**src/rtl/ifetch_unit.sv**
```systemverilog
// Instruction fetch unit: one outstanding word request, a single holding
// register toward the instruction register, redirect and delivery counting.
module ifetch_unit #(
  parameter logic [31:0] RESET_PC = 32'h0
) (
  input  logic        clk,
  input  logic        rst,
  input  logic        stall,
  input  logic        redirect,
  input  logic [31:0] redirectAddr,
  output logic        memReq,
  output logic [31:0] memAddr,
  input  logic        memAck,
  input  logic [31:0] memData,
  output logic        we,
  output logic [31:0] instrOUT,
  output logic [31:0] addrOUT,
  output logic [31:0] fetchCount
);

  localparam logic [0:0] S_FETCH = 1'b0;
  localparam logic [0:0] S_HOLD  = 1'b1;

  logic [0:0]  r_state;
  logic [31:0] r_pc;
  logic [31:0] r_instr;
  logic [31:0] r_addr;
  logic [31:0] r_count;

  logic        w_xfer;
  logic [31:0] w_redir_pc;

  // Fetch addresses are always word-aligned, so low bits are dropped here.
  assign w_redir_pc = {redirectAddr[31:2], 2'b00};
  // A delivery happens only when a held word is offered and downstream takes it.
  assign w_xfer     = we && !stall;

  assign memReq     = (r_state == S_FETCH) && !rst;
  assign memAddr    = r_pc;
  assign we         = (r_state == S_HOLD) && !redirect && !rst;
  assign instrOUT   = r_instr;
  assign addrOUT    = r_addr;
  assign fetchCount = r_count;

  // FSM, pc, holding register and delivery counter; reset beats redirect beats all else.
  always_ff @(posedge clk) begin
    if (rst) begin
      r_state <= S_FETCH;
      r_pc    <= {RESET_PC[31:2], 2'b00};
      r_instr <= 32'h0;
      r_addr  <= 32'h0;
      r_count <= 32'h0;
    end else if (redirect) begin
      // Aborts a pending request or discards a held word; no count change.
      r_state <= S_FETCH;
      r_pc    <= w_redir_pc;
    end else begin
      case (r_state)
        S_FETCH: begin
          if (memAck) begin
            r_instr <= memData;
            r_addr  <= r_pc;
            r_pc    <= r_pc + 32'd4;
            r_state <= S_HOLD;
          end
        end
        default: begin
          // memAck is ignored while holding; only a transfer releases HOLD.
          if (w_xfer) begin
            r_state <= S_FETCH;
            r_count <= r_count + 32'd1;
          end
        end
      endcase
    end
  end

endmodule

```
**config.mk**
```make
export PLATFORM = sky130hd
export DESIGN_NAME = ifetch_unit
export DESIGN_NICKNAME = d
export VERILOG_FILES = /design/src/rtl/ifetch_unit.sv
export SDC_FILE = /design/constraint.sdc
export NUM_CORES = 1
export LEC_CHECK = 0
export BUFFER_PORTS_ARGS = -buffer_cell sky130_fd_sc_hd__buf_2
export CORE_MARGIN = 3
export CORE_UTILIZATION = 45
export DETAILED_ROUTE_END_ITERATION = 8
export PLACE_DENSITY = 0.76
export SKIP_LAST_GASP = 1
export SLEW_MARGIN = 20
export SYNTH_ARGS = -nofsm -noshare
export SYNTH_HDL_FRONTEND = slang
export SYNTH_SLANG_ARGS = --single-unit
```
**constraint.sdc**
```tcl
create_clock -name clk -period 2.8 [get_ports clk]
set_input_delay 0.28 -clock clk [delete_from_list [all_inputs] [get_ports clk]]
set_output_delay 0.28 -clock clk [all_outputs]
set_load 0.01 [all_outputs]
```
* Word level (Yosys, flattened, before mapping) *
Cells that the tools add are included.

cells by class
  add/sub/neg operators = 2
  equal/unequal tests = 1
  mux-type cells = 6
  bitwise gates (word level) = 2
  reduce and logical (&&, ||, !) cells = 13

operators with widths
  operator                                                         number
  32-bit 2-to-1 mux                                                3
  32-bit by 1-bit adder with 32-bit output, second input constant  1
  32-bit by 3-bit adder with 32-bit output, second input constant  1
  3-bit AND reduction                                              2
  1-bit logical AND                                                4
  2-bit AND reduction                                              2
  1-bit zero test                                                  3
  1-bit 2-to-1 mux                                                 3
  2-bit != test, second input constant                             1
  1-bit NOT                                                        2
  2-bit nonzero test                                               1
  2-bit OR reduction                                               1

storage, ports and cells
  bits in registers = 129
  bits of input ports = 69
  output and inout port bits = 130
  word-level logic and storage cells = 30

* Longest topological paths before layout *
  depth in word-level cells = 6
  gate-level depth with buffers = 7
  mapped depth without buffers = 5

* Worst setup path after synthesis *
OpenSTA, ideal clock, no wires.

  path type = register -> register
  from = register r_pc[2], in the netlist memAddr[2]
  to = register r_pc[20], in the netlist memAddr[20]
  setup time = 0.112 ns
  data arrival time = 1.889 ns
  required time = 2.688 ns
  path slack = 0.799 ns
  cell stages (with the launch flop) = 7
  path buffers = 1
  period minus slack after synthesis = 2.001 ns
  path through = dfxtp_1 ha_1 nand3b_1 or4_1 buf_2 or3_1 a2111oi_1

between the ends
  word-level cells in the longest chain between the ends = 4

RTL lines
  what                                      line  text
  from (decl)                               25    logic [31:0] r_pc;
  from (signal assigned)                    49    r_pc <= {RESET_PC[31:2], 2'b00};
  from (signal assigned)                    56    r_pc <= w_redir_pc;
  from (signal assigned)                    63    r_pc <= r_pc + 32'd4;
  32-bit by 3-bit adder with 32-bit output  63
  32-bit 2-to-1 mux                         60    if (memAck) begin
  32-bit 2-to-1 mux                         58    case (r_state)
  32-bit 2-to-1 mux                         53    end else if (redirect) begin

No other way between the ends. The select of a mux whose other input is x is not followed.
A chain may end at the register's enable or synchronous reset.

* Worst setup path after layout *
  from = register r_state
  to = register r_count[24], in the netlist fetchCount[24]

between the ends
  word-level cells in the longest chain between the ends = 4

RTL lines
  what                               line  text
  from (decl)                        24    logic [0:0] r_state;
  from (signal assigned)             48    r_state <= S_FETCH;
  from (signal assigned)             55    r_state <= S_FETCH;
  from (signal assigned)             64    r_state <= S_HOLD;
  1-bit logical AND (2 in series)    40    assign we = (r_state == S_HOLD) && !redirect && !rst;
  1-bit logical AND                  36    assign w_xfer = we && !stall;
  3-bit AND reduction (no line) (*)  -
  to (signal assigned)               71    r_count <= r_count + 32'd1;
  to (decl)                          28    logic [31:0] r_count;

Mark *: on every way between the ends. The rest lies on a longest branch, timed or not.

==> impl_results.md <==
- Post-DR wirelength/cell: 15.66 um
- Port Buffer Count: 192
- Post-Synth Simple-Gate Area: 0.2870
- Slew HR: 0.4795
- Synthesized instance count: 681
- Largest net degree at the start of global routing: 72
- Post-synth top area cell: dfxtp_1
- Die height: 117.3 um
- CTS H-tree lvls: 4
- Number of remaining DRC errors: 0
- CTS max path bufs: 2
- Worst r2r src: r_state
- WP data arrival: 2.64 ns
- Max Cap Viol: 0
- Clk_skew: 0.009528 ns
- # setup viols final: 0
- Seq/Total Area, Yosys: 0.4487
- RSZ-0062 raised after global routing: false
- Vias per cell: 5.494
- Mapped Avg Cell Area: 8.189 um^2
- Synth Area in Compound Gates: 0.1781
- Slowest stage delay, CP: 0.65 ns
- Mux cell area share after synthesis: 0.009648
- Placed insts: 1003
- Share of Yosys cell area claimed by the top area cell type: 0.4487
- Post-CTS Resized: 0
- Area after DPL: 6640 um^2
- TritonCTS clock tree: built
- Ys flop type: dfxtp_1
- Max stage delay cell, worst path: or4_1
- Post-CTS Setup Bufs: 0
- Leak: 0.003029 uW
- Clock sinks: 125
- CP required: 3.13 ns
- Via count: 5686
- Area grow syn2layout: 30.45%
- Die W: 117.3 um
- Crit-path max FO: 25
- # nets final: 925
- Cell Area, Synth: 5577 um^2
- Max rail drop VDD: 0.0004035 V
- Crit path to: fetchCount[24]
- CP Capture Type: flop
- CTS clk-pin slew, worst paths: 0.06 ns
- Fin crit period: 2.302 ns
- Total gr overflow: 0
- Largest family of logic cells by synthesized area: simple AND/OR/NAND/NOR gates
- Initial antenna violation count: 1
- Critical path startpoint category: flop
- Vias in the first global route: 5243
- R2R depth: 4
- Status: finished, final reports clean
- Ordered list of cells on the worst path: nor3b_4 > nand4_2 > or4_1 > a21oi_1
- R2R Setup Slk: 0.50 ns
- Total negative setup slack: 0 ns
- Tcrit/Tclk final: 0.8220
- Clock root cell: clkbuf_16
- Wire length of the first global-routing pass: 26330 um
- XOR/XNOR share of the synthesized area: 0.02827
- Fmax achieved: 0.4345 GHz
- PwrDens: 640.1 nW/um^2
- Hold Crit Depth: 2
- Ant. Diodes: 0
- Number of synthesized flops with an enable pin: 0
- Synth unique cells: 56
- Share of cells above drive strength 1: 0.2837
- Register Area: 2502 um^2
- Fillers: 1095
- Total global-route track usage: 0.2315
- Actual slew at the worst max-slew pin: 0.7699 ns
- Hold crit path type: in -> reg
- Crit. Startpoint: r_state
- Yosys warns: 0
- Final non-filler cell area: 7274 um^2
- Hold Vio Cnt, Final: 0
- Final Non-Filler Cells: 1035
- Cts bufs inserted: 17
- Adder and majority gate portion of the synthesized area: 0.004487
- Routed WL: 16210 um
- DPL Wire Length: 11160 um
- Max-slew violations: 0
- Largest cells by area after synthesis: dfxtp_1 (45%), nand2_1 (10%), a21oi_1 (7.1%), nand4_1 (3.1%), or4_1 (2.7%)
- Detail Route Antenna Nets: 0
- Critical R2R Capture: fetchCount[24]
- Starting Density: 0.4623
- Hold Buf Count CTS: 0
- IO Count: 199
- Iteration-0 DRC Markers: 572
- Total die area: 13760 um^2
- Cell family with most CP delay: simple AND/OR/NAND/NOR gates
- Worst Path Buf+Inv: 0
- # rows: 40
- Core footprint: 12060 um^2
- Worst-Skew Late Latency: 0.41 ns
- Yosys reg bits: 125
- Gp weighted congestion: 0.8179
- Drt first pass iters: 5
- Kind of critical path: reg -> reg
- Critical Path Stages: 4
- Multi-input combinational cell area: 2850 um^2
- Async set-reset flop share out of synthesis: 0
## worst min path at each step
| stage | start | endpoint | slack [ns] |
|---|---|---|---|
| 5_1_grt | memData[24] | instrOUT[24] | 0.08 |
| 2_1_floorplan | stall | r_state | 0.39 |
| 6_report | redirectAddr[4] | memAddr[4] | 0.09 |
| 4_1_cts | redirectAddr[4] | memAddr[4] | 0.07 |
| 3_5_place_dp | instrOUT[31] | instrOUT[31] | 0.44 |
| 3_3_place_gp | instrOUT[22] | instrOUT[22] | 0.44 |
## sequential cells by signal, indices dropped and copies added, names as in the netlist
name and cells:
fetchCount 32, r_state 1, memAddr 30, instrOUT 32
addrOUT 30
## synth_stat cells (3+ instances only)
cell type,instances
and3_1,9
or3_1,9
nand2_1,149
and2_1,5
nor2b_1,9
nor2_1,31
a311oi_1,9
a21oi_1,79
nor4_1,9
xnor2_1,8
o21ai_0,13
o21a_1,3
clkbuf_1,39
or4_1,20
mux2_2,3
buf_4,4
nor3_1,5
or2_2,3
inv_1,8
o2111a_1,4
nand3_1,17
buf_1,4
o41ai_1,5
o211a_1,3
nand4_1,28
buf_2,3
a311o_1,4
dfxtp_1,125
a211oi_1,6
o31ai_1,17
xor2_1,10
and4_1,10
## stage by stage
step	utilization	worst slack, ns	power (uW)	hold slack [ns]
2_1_floorplan	-	0.7988	2154	0.3886
3_3_place_gp	0.5504	0.5292	2324	0.4389
3_5_place_dp	0.5505	0.4875	2330	0.4433
4_1_cts	0.6031	0.5403	4692	0.07375
5_1_grt	0.6031	0.3454	4827	0.08384
6_report	0.6031	0.4983	4657	0.09048
## worst reg2reg max path, cell delays in order (launching register included)
cell and delay (ns):
dfxtp_1 0.48, nor3b_4 0.40, nand4_2 0.51, or4_1 0.66, a21oi_1 0.17
## report_power, final
group | internal, uW | total (uW) | switching [uW]
logic | 154 | 371 | 217
registers | 1850 | 1920 | 75.6
clock network | 1510 | 2360 | 858
## per-layer routing
layer | wire length, um | up-vias | global-route usage
li1 | - | 2808 | -
met1 | 7041 | 2612 | 0.3013
met2 | 7566 | 241 | 0.3710
met3 | 1390 | 23 | 0.07377
met4 | 208 | 2 | 0.06525
met5 | 7 | - | 0
## layout make-up
type,instances,area share
Clock inverter,15,0.02872
Timing Repair Buffer,201,0.1434
Sequential cell,125,0.3440
Clock buffer,17,0.05848
Multi-Input combinational cell,500,0.3918
Tap cell,168,0.02890
Inverter,9,0.004644
## kinds of logic after synthesis
logic type	after synthesis
AOI/OAI and AO/OA	154
xor gates and xnor gates	18
adders and majority gates	2
buffers and inverters	59
DFF	125
muxes	5
other	1
and+or+nand+nor	317
## cell usage in the layout (no fill, tap or decap), types with 10 or more instances in the layout
cell,instances
nand2_1,148
o31ai_1,17
o21ai_0,13
buf_2,191
nand4_1,28
dfxtp_1,125
a21oi_1,79
xor2_1,10
nand3_1,17
nor2_1,31
clkbuf_16,17
or4_1,20
and4_1,10
No activity file was read; power rests on OpenSTA's default activity.
